<file path="src/rtl/kbd_calc_pkg.sv">
// Shared definitions for the keyboard calculator: states, key classes,
// PS/2 scan codes, display nibble codes and the scan-code decoder.
package kbd_calc_pkg;

   typedef enum logic [2:0] {S_A, S_B, S_CALC, S_CONV, S_RES} state_e;

   typedef enum logic [2:0] {K_NONE, K_DIGIT, K_OP, K_ENTER, K_BKSP, K_ESC} key_kind_e;

   typedef struct packed {
      key_kind_e  kind;
      logic [3:0] val;
   } key_t;

   localparam logic [3:0] DIG_BLANK = 4'd15;
   localparam logic [3:0] OP_ADD    = 4'd10;
   localparam logic [3:0] OP_SUB    = 4'd11;
   localparam logic [3:0] OP_MUL    = 4'd12;

   localparam logic [8:0] SC_ENTER    = 9'h05A;
   localparam logic [8:0] SC_KP_ENTER = 9'h15A;
   localparam logic [8:0] SC_BKSP     = 9'h066;
   localparam logic [8:0] SC_ESC      = 9'h076;
   localparam logic [8:0] SC_KP_ADD   = 9'h079;
   localparam logic [8:0] SC_KP_SUB   = 9'h07B;
   localparam logic [8:0] SC_KP_MUL   = 9'h07C;
   localparam logic [8:0] SC_MINUS    = 9'h04E;

   localparam logic [8:0] SC_DIGIT [10] = '{9'h045, 9'h016, 9'h01E, 9'h026, 9'h025,
                                            9'h02E, 9'h036, 9'h03D, 9'h03E, 9'h046};
   localparam logic [8:0] SC_KP_DIGIT [10] = '{9'h070, 9'h069, 9'h072, 9'h07A, 9'h06B,
                                               9'h073, 9'h074, 9'h06C, 9'h075, 9'h07D};

   // Operator keys carry their display nibble code in val.
   function automatic key_t decode_key(input logic [8:0] sc);
      key_t k;
      k.kind = K_NONE;
      k.val  = '0;
      for (int unsigned i = 0; i < 10; i++) begin
         if (sc == SC_DIGIT[i] || sc == SC_KP_DIGIT[i]) begin
            k.kind = K_DIGIT;
            k.val  = 4'(i);
         end
      end
      case (sc)
         SC_KP_ADD:             begin k.kind = K_OP; k.val = OP_ADD; end
         SC_KP_SUB, SC_MINUS:   begin k.kind = K_OP; k.val = OP_SUB; end
         SC_KP_MUL:             begin k.kind = K_OP; k.val = OP_MUL; end
         SC_ENTER, SC_KP_ENTER: k.kind = K_ENTER;
         SC_BKSP:               k.kind = K_BKSP;
         SC_ESC:                k.kind = K_ESC;
         default: ;
      endcase
      return k;
   endfunction

endpackage

</file>
<file path="src/rtl/kbd_calc_core_bin2bcd.sv">
// Sequential double-dabble converter: one bit per cycle, done pulse the
// cycle after the last shift.
module bin2bcd_seq #(
   parameter int RES_W      = 14,
   parameter int RES_DIGITS = 4
) (
   input  logic                    clk_i,
   input  logic                    rst_i,
   input  logic                    start_i,
   input  logic [RES_W-1:0]        bin_i,
   output logic                    done_o,
   output logic [4*RES_DIGITS-1:0] bcd_o
);

   localparam int CW = $clog2(RES_W + 1);
   localparam int NW = 4 * RES_DIGITS;

   logic [RES_W-1:0] bin_q, bin_d;
   logic [NW-1:0]    bcd_q, bcd_d, adj;
   logic [CW-1:0]    cnt_q, cnt_d;
   logic             active_q, active_d;
   logic             done_q, done_d;
   logic [NW+RES_W-1:0] sh;

   always_ff @(posedge clk_i) begin
      if (rst_i) begin
         bin_q    <= '0;
         bcd_q    <= '0;
         cnt_q    <= '0;
         active_q <= 1'b0;
         done_q   <= 1'b0;
      end else begin
         bin_q    <= bin_d;
         bcd_q    <= bcd_d;
         cnt_q    <= cnt_d;
         active_q <= active_d;
         done_q   <= done_d;
      end
   end

   always_comb begin
      adj = bcd_q;
      for (int unsigned i = 0; i < RES_DIGITS; i++) begin
         if (bcd_q[4*i +: 4] >= 4'd5) adj[4*i +: 4] = bcd_q[4*i +: 4] + 4'd3;
      end
      sh = {adj, bin_q} << 1;

      bin_d    = bin_q;
      bcd_d    = bcd_q;
      cnt_d    = cnt_q;
      active_d = active_q;
      done_d   = 1'b0;
      if (start_i) begin
         bin_d    = bin_i;
         bcd_d    = '0;
         cnt_d    = CW'(RES_W);
         active_d = 1'b1;
      end else if (active_q) begin
         bcd_d = sh[NW+RES_W-1:RES_W];
         bin_d = sh[RES_W-1:0];
         cnt_d = cnt_q - CW'(1);
         if (cnt_q == CW'(1)) begin
            active_d = 1'b0;
            done_d   = 1'b1;
         end
      end
   end

   assign done_o = done_q;
   assign bcd_o  = bcd_q;

endmodule

</file>
<file path="src/rtl/kbd_calc_core.sv">
// Keyboard calculator: operand entry FSM, ALU, sequential BCD conversion
// and 7-segment nibble display mux.
module kbd_calc_core
   import kbd_calc_pkg::*;
#(
   parameter int DIGITS     = 2,
   parameter int RES_DIGITS = 2 * DIGITS
) (
   input  logic                    clk_100Hz,
   input  logic                    rst_p,
   input  logic                    key_valid,
   input  logic                    key_make,
   input  logic [8:0]              scan_code,
   output logic [4*RES_DIGITS-1:0] disp_code,
   output logic                    disp_neg,
   output logic                    busy,
   output logic                    result_valid
);

   localparam int W     = $clog2(10 ** DIGITS);
   localparam int RES_W = 2 * W;
   localparam int DW    = 4 * DIGITS;
   localparam int NW    = 4 * RES_DIGITS;
   localparam logic [2:0] DIG_MAX = 3'(DIGITS);

   state_e        state_q, state_d;
   logic [DW-1:0] a_bcd_q, a_bcd_d, b_bcd_q, b_bcd_d;
   logic [2:0]    a_cnt_q, a_cnt_d, b_cnt_q, b_cnt_d;
   logic [3:0]    op_q, op_d;
   logic          neg_q, neg_d;

   key_t             key;
   logic             key_acc;
   logic             do_clear;
   logic             conv_start, conv_done;
   logic [NW-1:0]    conv_bcd;
   logic [W-1:0]     a_bin, b_bin;
   logic [RES_W-1:0] alu_r;
   logic             alu_neg;
   logic [NW-1:0]    num;
   logic             seen;

   assign key     = decode_key(scan_code);
   assign key_acc = key_valid & key_make;

   // Operands are held as BCD digits for display; binary is derived for the ALU.
   always_comb begin
      a_bin = '0;
      b_bin = '0;
      for (int unsigned i = 0; i < DIGITS; i++) begin
         a_bin = W'(a_bin * 10) + W'(a_bcd_q[DW-4-4*i +: 4]);
         b_bin = W'(b_bin * 10) + W'(b_bcd_q[DW-4-4*i +: 4]);
      end
   end

   always_comb begin
      alu_neg = 1'b0;
      case (op_q)
         OP_SUB: begin
            alu_neg = (a_bin < b_bin);
            alu_r   = alu_neg ? RES_W'(b_bin - a_bin) : RES_W'(a_bin - b_bin);
         end
         OP_MUL:  alu_r = RES_W'(a_bin) * RES_W'(b_bin);
         default: alu_r = RES_W'(a_bin) + RES_W'(b_bin);
      endcase
   end

   bin2bcd_seq #(
      .RES_W      (RES_W),
      .RES_DIGITS (RES_DIGITS)
   ) u_bin2bcd (
      .clk_i   (clk_100Hz),
      .rst_i   (rst_p),
      .start_i (conv_start),
      .bin_i   (alu_r),
      .done_o  (conv_done),
      .bcd_o   (conv_bcd)
   );

   always_ff @(posedge clk_100Hz) begin
      if (rst_p) begin
         state_q <= S_A;
         a_bcd_q <= '0;
         b_bcd_q <= '0;
         a_cnt_q <= '0;
         b_cnt_q <= '0;
         op_q    <= OP_ADD;
         neg_q   <= 1'b0;
      end else begin
         state_q <= state_d;
         a_bcd_q <= a_bcd_d;
         b_bcd_q <= b_bcd_d;
         a_cnt_q <= a_cnt_d;
         b_cnt_q <= b_cnt_d;
         op_q    <= op_d;
         neg_q   <= neg_d;
      end
   end

   always_comb begin
      state_d    = state_q;
      a_bcd_d    = a_bcd_q;
      b_bcd_d    = b_bcd_q;
      a_cnt_d    = a_cnt_q;
      b_cnt_d    = b_cnt_q;
      op_d       = op_q;
      neg_d      = neg_q;
      conv_start = 1'b0;
      do_clear   = 1'b0;

      case (state_q)
         S_A: if (key_acc) begin
            case (key.kind)
               K_DIGIT: if (a_cnt_q < DIG_MAX) begin
                  a_bcd_d = (a_bcd_q << 4) | DW'(key.val);
                  a_cnt_d = a_cnt_q + 3'd1;
               end
               K_BKSP: if (a_cnt_q != '0) begin
                  a_bcd_d = a_bcd_q >> 4;
                  a_cnt_d = a_cnt_q - 3'd1;
               end
               K_OP: begin
                  op_d    = key.val;
                  state_d = S_B;
               end
               K_ESC:   do_clear = 1'b1;
               default: ;
            endcase
         end
         S_B: if (key_acc) begin
            case (key.kind)
               K_DIGIT: if (b_cnt_q < DIG_MAX) begin
                  b_bcd_d = (b_bcd_q << 4) | DW'(key.val);
                  b_cnt_d = b_cnt_q + 3'd1;
               end
               K_BKSP: if (b_cnt_q != '0) begin
                  b_bcd_d = b_bcd_q >> 4;
                  b_cnt_d = b_cnt_q - 3'd1;
               end
               K_OP:    op_d     = key.val;
               K_ENTER: state_d  = S_CALC;
               K_ESC:   do_clear = 1'b1;
               default: ;
            endcase
         end
         S_CALC: begin
            if (key_acc && key.kind == K_ESC) begin
               do_clear = 1'b1;
            end else begin
               neg_d      = alu_neg;
               conv_start = 1'b1;
               state_d    = S_CONV;
            end
         end
         S_CONV: if (conv_done) state_d = S_RES;
         S_RES:  if (key_acc) do_clear = 1'b1;
         default: state_d = S_A;
      endcase

      if (do_clear) begin
         state_d = S_A;
         a_bcd_d = '0;
         b_bcd_d = '0;
         a_cnt_d = '0;
         b_cnt_d = '0;
         op_d    = OP_ADD;
         neg_d   = 1'b0;
      end
   end

   // Leading zeros are blanked by value; the LSD always shows a digit.
   always_comb begin
      case (state_q)
         S_A:     num = NW'(a_bcd_q);
         S_RES:   num = conv_bcd;
         default: num = NW'(b_bcd_q);
      endcase
      disp_code = num;
      seen      = 1'b0;
      for (int unsigned k = 0; k < RES_DIGITS - 1; k++) begin
         if (!seen && num[4*(RES_DIGITS-1-k) +: 4] == 4'd0)
            disp_code[4*(RES_DIGITS-1-k) +: 4] = DIG_BLANK;
         else
            seen = 1'b1;
      end
      if (state_q == S_B || state_q == S_CALC || state_q == S_CONV)
         disp_code[NW-1 -: 4] = op_q;
   end

   assign busy         = (state_q == S_CONV);
   assign result_valid = (state_q == S_RES);
   assign disp_neg     = result_valid & neg_q;

endmodule

</file>
<file path="config.mk">
export PLATFORM = sky130hd
export DESIGN_NAME = kbd_calc_core
export DESIGN_NICKNAME = d
export VERILOG_FILES = /design/src/rtl/kbd_calc_pkg.sv /design/src/rtl/kbd_calc_core_bin2bcd.sv /design/src/rtl/kbd_calc_core.sv
export SDC_FILE = /design/constraint.sdc
export NUM_CORES = 1
export LEC_CHECK = 0
export CAP_MARGIN = 20
export CORE_MARGIN = 4
export CORE_UTILIZATION = 40
export CTS_CLUSTER_DIAMETER = 100
export DETAILED_ROUTE_END_ITERATION = 8
export SLEW_MARGIN = 20
export SYNTH_ARGS = -nofsm -noshare
export SYNTH_HDL_FRONTEND = slang
export SYNTH_SLANG_ARGS = --single-unit
</file>
<file path="constraint.sdc">
create_clock -name clk_100Hz -period 9 [get_ports clk_100Hz]
set_clock_uncertainty 0.15 [all_clocks]
set_input_delay 1.35 -clock clk_100Hz [delete_from_list [all_inputs] [get_ports clk_100Hz]]
set_output_delay 1.35 -clock clk_100Hz [all_outputs]
set_load 0.05 [all_outputs]
</file>
==> results.sh <==
export IMPL_timing_setup_tns_ps=0
export IMPL_rows=47
export IMPL_synth_compound_area_frac=0.187
export IMPL_hold_depth=2
export IMPL_synth_edf_count=0
export IMPL_filler_cell_count=1681
export IMPL_initial_utilization=0.410
export IMPL_number_of_global_route_vias_before_repair=5496
export IMPL_class_of_the_most_critical_hold_timing_path="reg -> reg"
export IMPL_rr_endpoint="u_bin2bcd.bin_q[12]$_SDFFE_PP0P_"
export IMPL_overflow=0
export IMPL_first_pass_grt_wire_length_um=28600
export IMPL_fin_worst_hold_slack_ps=355
export IMPL_reg2reg_from="b_bcd_q[5]$_SDFFE_PP0P_"
export IMPL_post_route_worst_setup_slack_ps=2810
export IMPL_cts_path_max_buffers=2
export IMPL_grtUsageTotal=0.178
export IMPL_cts_inserted_buffers=9
export IMPL_cellLeakagePower_uw=0.00298
export IMPL_met2WireLength_um=7530
export IMPL_clkLatencyLatePin_ps=350
export IMPL_cts_htree_levels=3
export IMPL_synth_area_sq_um=6830
export IMPL_met1Wirelength_um=8600
export IMPL_antenna_cells=0
export IMPL_synth_top_family_by_area="adder cells"
export IMPL_grt_max_degree=32
export IMPL_wire_per_inst_um=15.5
export IMPL_synth_largest_type_area_fraction=0.194
export IMPL_die_height_um=139
export IMPL_r2r_worst_path_cells=21
export IMPL_max_freq_mhz=161
export IMPL_initial_antenna_violation_count=1
export IMPL_synth_most_common_cell="sky130_fd_sc_hd__nor2_1"
export IMPL_synth_area_leaders="sky130_fd_sc_hd__dfxtp_1, sky130_fd_sc_hd__ha_1, sky130_fd_sc_hd__fa_1, sky130_fd_sc_hd__nor2_1, sky130_fd_sc_hd__a21oi_1"
export IMPL_drt_iter0_drc=395
export IMPL_total_power_density_per_cell_area_nw_per_um2=93.4
export IMPL_cts_sinks=66
export IMPL_ant_nets=0
export IMPL_post_route_period_util=0.688
export IMPL_cell_family_contributing_the_most_delay_on_the_critical_path="adder cells"
export IMPL_whs_endpoint="neg_q$_SDFFE_PP0P_"
export IMPL_timing_critical_path_from_type="register"
export IMPL_detailroute_via_count=5914
export IMPL_design_final_nets=990
export IMPL_synth_cell_type_count=77
export IMPL_critical_path_max_fanout=7
export IMPL_vdd_ir_drop_max_mv=0.0800
export IMPL_post_synth_top_area_cell="sky130_fd_sc_hd__dfxtp_1"
export IMPL_top_layer_used="met4"
export IMPL_port_buffers=31
export IMPL_yosys_area_share_xor_xnor=0.0500
export IMPL_drt_total_wl_um=17000
export IMPL_worstPathArrival_ps=6280
export IMPL_yosys_most_used_dff="sky130_fd_sc_hd__dfxtp_1"
export IMPL_synth_simple_gate_area_share=0.221
export IMPL_met3_wirelength_um=612
export IMPL_postSynth_asyncResetShare=0
export IMPL_transition_time_at_the_pin_with_the_least_slew_margin_ps=1100
export IMPL_final_slew_viol_count=0
export IMPL_cts_setup_buffers=0
export IMPL_post_route_util=0.456
export IMPL_worstSetupStartpoint="b_bcd_q[5]$_SDFFE_PP0P_"
export IMPL_cts_hold_buf=0
export IMPL_timing_critical_path_mode_cell="sky130_fd_sc_hd__fa_1"
export IMPL_startpoint_of_the_tightest_hold_check_path="neg_q$_SDFFE_PP0P_"
export IMPL_cts_clk_slew_worst_paths_ps=60
export IMPL_chipWidth_um=139
export IMPL_end_kind="register"
export IMPL_yosys_warnings=0
export IMPL_syn_to_final_growth_pct=11.2
export IMPL_top_level_ports=32
export IMPL_cts_resized=0
export IMPL_final_setup_viol_count=0
export IMPL_finalWeightedCongestion=0.907
export IMPL_synthesis_instances=859
export IMPL_reg2reg_slack_ps=2810
export IMPL_cp_buffers_inverters=4
export IMPL_ys_ff_latch=66
export IMPL_cap_viol_max_count=0
export IMPL_drtPass1Iterations=5
export IMPL_synthesis_area_per_instance_sq_um=7.95
export IMPL_largest_incremental_delay_on_the_critical_path_ps=550
export IMPL_placeableCoreArea_sq_um=16600
export IMPL_outcome="complete, no violations"
export IMPL_hold_violations=0
export IMPL_clock_root_buffer="sky130_fd_sc_hd__clkbuf_16"
export IMPL_vias_per_cell=5.41
export IMPL_finish_cell_count_without_fillers=1094
export IMPL_maxSlewHeadroom=0.265
export IMPL_cell_chain_critical_path="ha_1, ha_1, fa_1, xor2_1, inv_1, nand2_1, fa_1, fa_1, inv_1, fa_1, inv_1, fa_1, inv_1, ha_1, o21ai_0, a21oi_1, o41ai_1, o21ai_0, xor2_1, nand2_1, a221oi_1"
export IMPL_fraction_of_synthesized_area_in_multiplexers=0.0458
export IMPL_dp_hpwl_um=13200
export IMPL_placed_cells_incl_taps=1078
export IMPL_drc=0
export IMPL_synth_common_cells="sky130_fd_sc_hd__nor2_1, sky130_fd_sc_hd__inv_1, sky130_fd_sc_hd__ha_1"
export IMPL_critical_path_slowest_cell="sky130_fd_sc_hd__fa_1"
export IMPL_ws_path_type="reg -> reg"
export IMPL_final_layout_size_suffix_gt1_frac=0.0458
export IMPL_place_worst_setup_slack_ps=2780
export IMPL_synth_adder_area_share=0.234
export IMPL_design_die_area_sq_um=19200
export IMPL_finalCriticalPeriod_ps=6190
export IMPL_clock_tree_from_tritoncts="yes"
export IMPL_rsz0062_at_grt="false"
export IMPL_synth_seq_area_share=0.194
export IMPL_total_nets_after_synthesis=980
export IMPL_worst_endpoint_required_ps=9090
[placed cells by master (no fill, tap or decap), types with 4 or more instances in the layout]
master | synthesis | final
sky130_fd_sc_hd__xor2_1 | 8 | 8
sky130_fd_sc_hd__nor3_1 | 25 | 25
sky130_fd_sc_hd__nand3_1 | 27 | 27
sky130_fd_sc_hd__nor2b_1 | 10 | 10
sky130_fd_sc_hd__nand2_1 | 72 | 72
sky130_fd_sc_hd__a221oi_1 | 9 | 9
sky130_fd_sc_hd__fa_1 | 33 | 33
sky130_fd_sc_hd__a31oi_1 | 9 | 9
sky130_fd_sc_hd__clkdlybuf4s50_1 | 0 | 31
sky130_fd_sc_hd__nand2b_1 | 20 | 20
sky130_fd_sc_hd__and3_1 | 5 | 5
sky130_fd_sc_hd__nor4_1 | 8 | 8
sky130_fd_sc_hd__a211oi_1 | 11 | 11
sky130_fd_sc_hd__o21ai_0 | 33 | 33
sky130_fd_sc_hd__a311oi_1 | 7 | 7
sky130_fd_sc_hd__o31ai_1 | 5 | 5
sky130_fd_sc_hd__and2_1 | 6 | 6
sky130_fd_sc_hd__o211ai_1 | 6 | 6
sky130_fd_sc_hd__ha_1 | 75 | 75
sky130_fd_sc_hd__or3_1 | 4 | 4
sky130_fd_sc_hd__a21oi_1 | 59 | 59
sky130_fd_sc_hd__buf_4 | 1 | 5
sky130_fd_sc_hd__o21bai_1 | 5 | 5
sky130_fd_sc_hd__a21o_1 | 12 | 12
sky130_fd_sc_hd__clkbuf_16 | 0 | 9
sky130_fd_sc_hd__nor2_1 | 104 | 104
sky130_fd_sc_hd__inv_1 | 78 | 78
sky130_fd_sc_hd__dfxtp_1 | 66 | 66
sky130_fd_sc_hd__mux2i_1 | 29 | 29
sky130_fd_sc_hd__xnor2_1 | 31 | 31
[worst max path at each step]
stage                     depth (start not counted)                               end
after floorplan                                  21  u_bin2bcd.bin_q[12]$_SDFFE_PP0P_
after global placement                           21  u_bin2bcd.bin_q[12]$_SDFFE_PP0P_
after detailed placement                         21  u_bin2bcd.bin_q[12]$_SDFFE_PP0P_
after CTS                                        21  u_bin2bcd.bin_q[12]$_SDFFE_PP0P_
after global routing                             22  u_bin2bcd.bin_q[12]$_SDFFE_PP0P_
final                                            21  u_bin2bcd.bin_q[12]$_SDFFE_PP0P_
[cell type report]
type | count | area [sq um] | area share
multi-input combinational | 676 | 5040 | 0.664
tap | 220 | 275 | 0.0363
clock buffer | 10 | 239 | 0.0315
clock inverter | 6 | 65.1 | 0.00857
sequential | 66 | 1320 | 0.174
timing repair buffer | 36 | 348 | 0.0458
inverter | 80 | 300 | 0.0396
[worst register-to-register path, delay by kind of cell (launching register included)]
kind | cells | cell delay, ps
XOR/XNOR | 2 | 580
adder cells (fa/ha/maj) | 8 | 3400
buffers and inverters | 4 | 320
AND/OR/NAND/NOR | 2 | 200
flip-flops | 1 | 430
AO/OA/AOI/OAI | 5 | 1020
[layer usage]
metal  vias up  global-route usage
met5         -                   0
met4         0              0.0484
met3        18              0.0300
met2        99               0.266
met1      2784               0.264
li1       3013                   -
[report_power, final]
part	internal, uW	total (uW)	switching, uW
Combinational	17.5	49.6	32.1
Clock	222	365	143
Sequential	293	294	1.18
[cells by family (layout without fill, tap and decap cells)]
kind of cell	after synthesis	after routing
adder cells (fa/ha/maj)	108	108
AND/OR/NAND/NOR	308	308
AO/OA/AOI/OAI	190	190
multiplexers	31	31
buffers and inverters	117	132
XOR/XNOR	39	39
flip-flops	66	66
[state kept, by name (all words and copies together) (netlist names), 4 cells and up]
name	cells
u_bin2bcd.bin_q	14
a_bcd_q	8
b_bcd_q	8
u_bin2bcd.cnt_q	4
u_bin2bcd.bcd_o	16
op_q	4
[through the flow]
stage / power (uW) / cell area, sq um
after detailed placement: 349 / 7280
after CTS: 715 / 7590
after floorplan: 334 / 6830
after global placement: 350 / 7280
final: 709 / 7590
after global routing: 732 / 7590
Power figures use the tool's default switching activity.
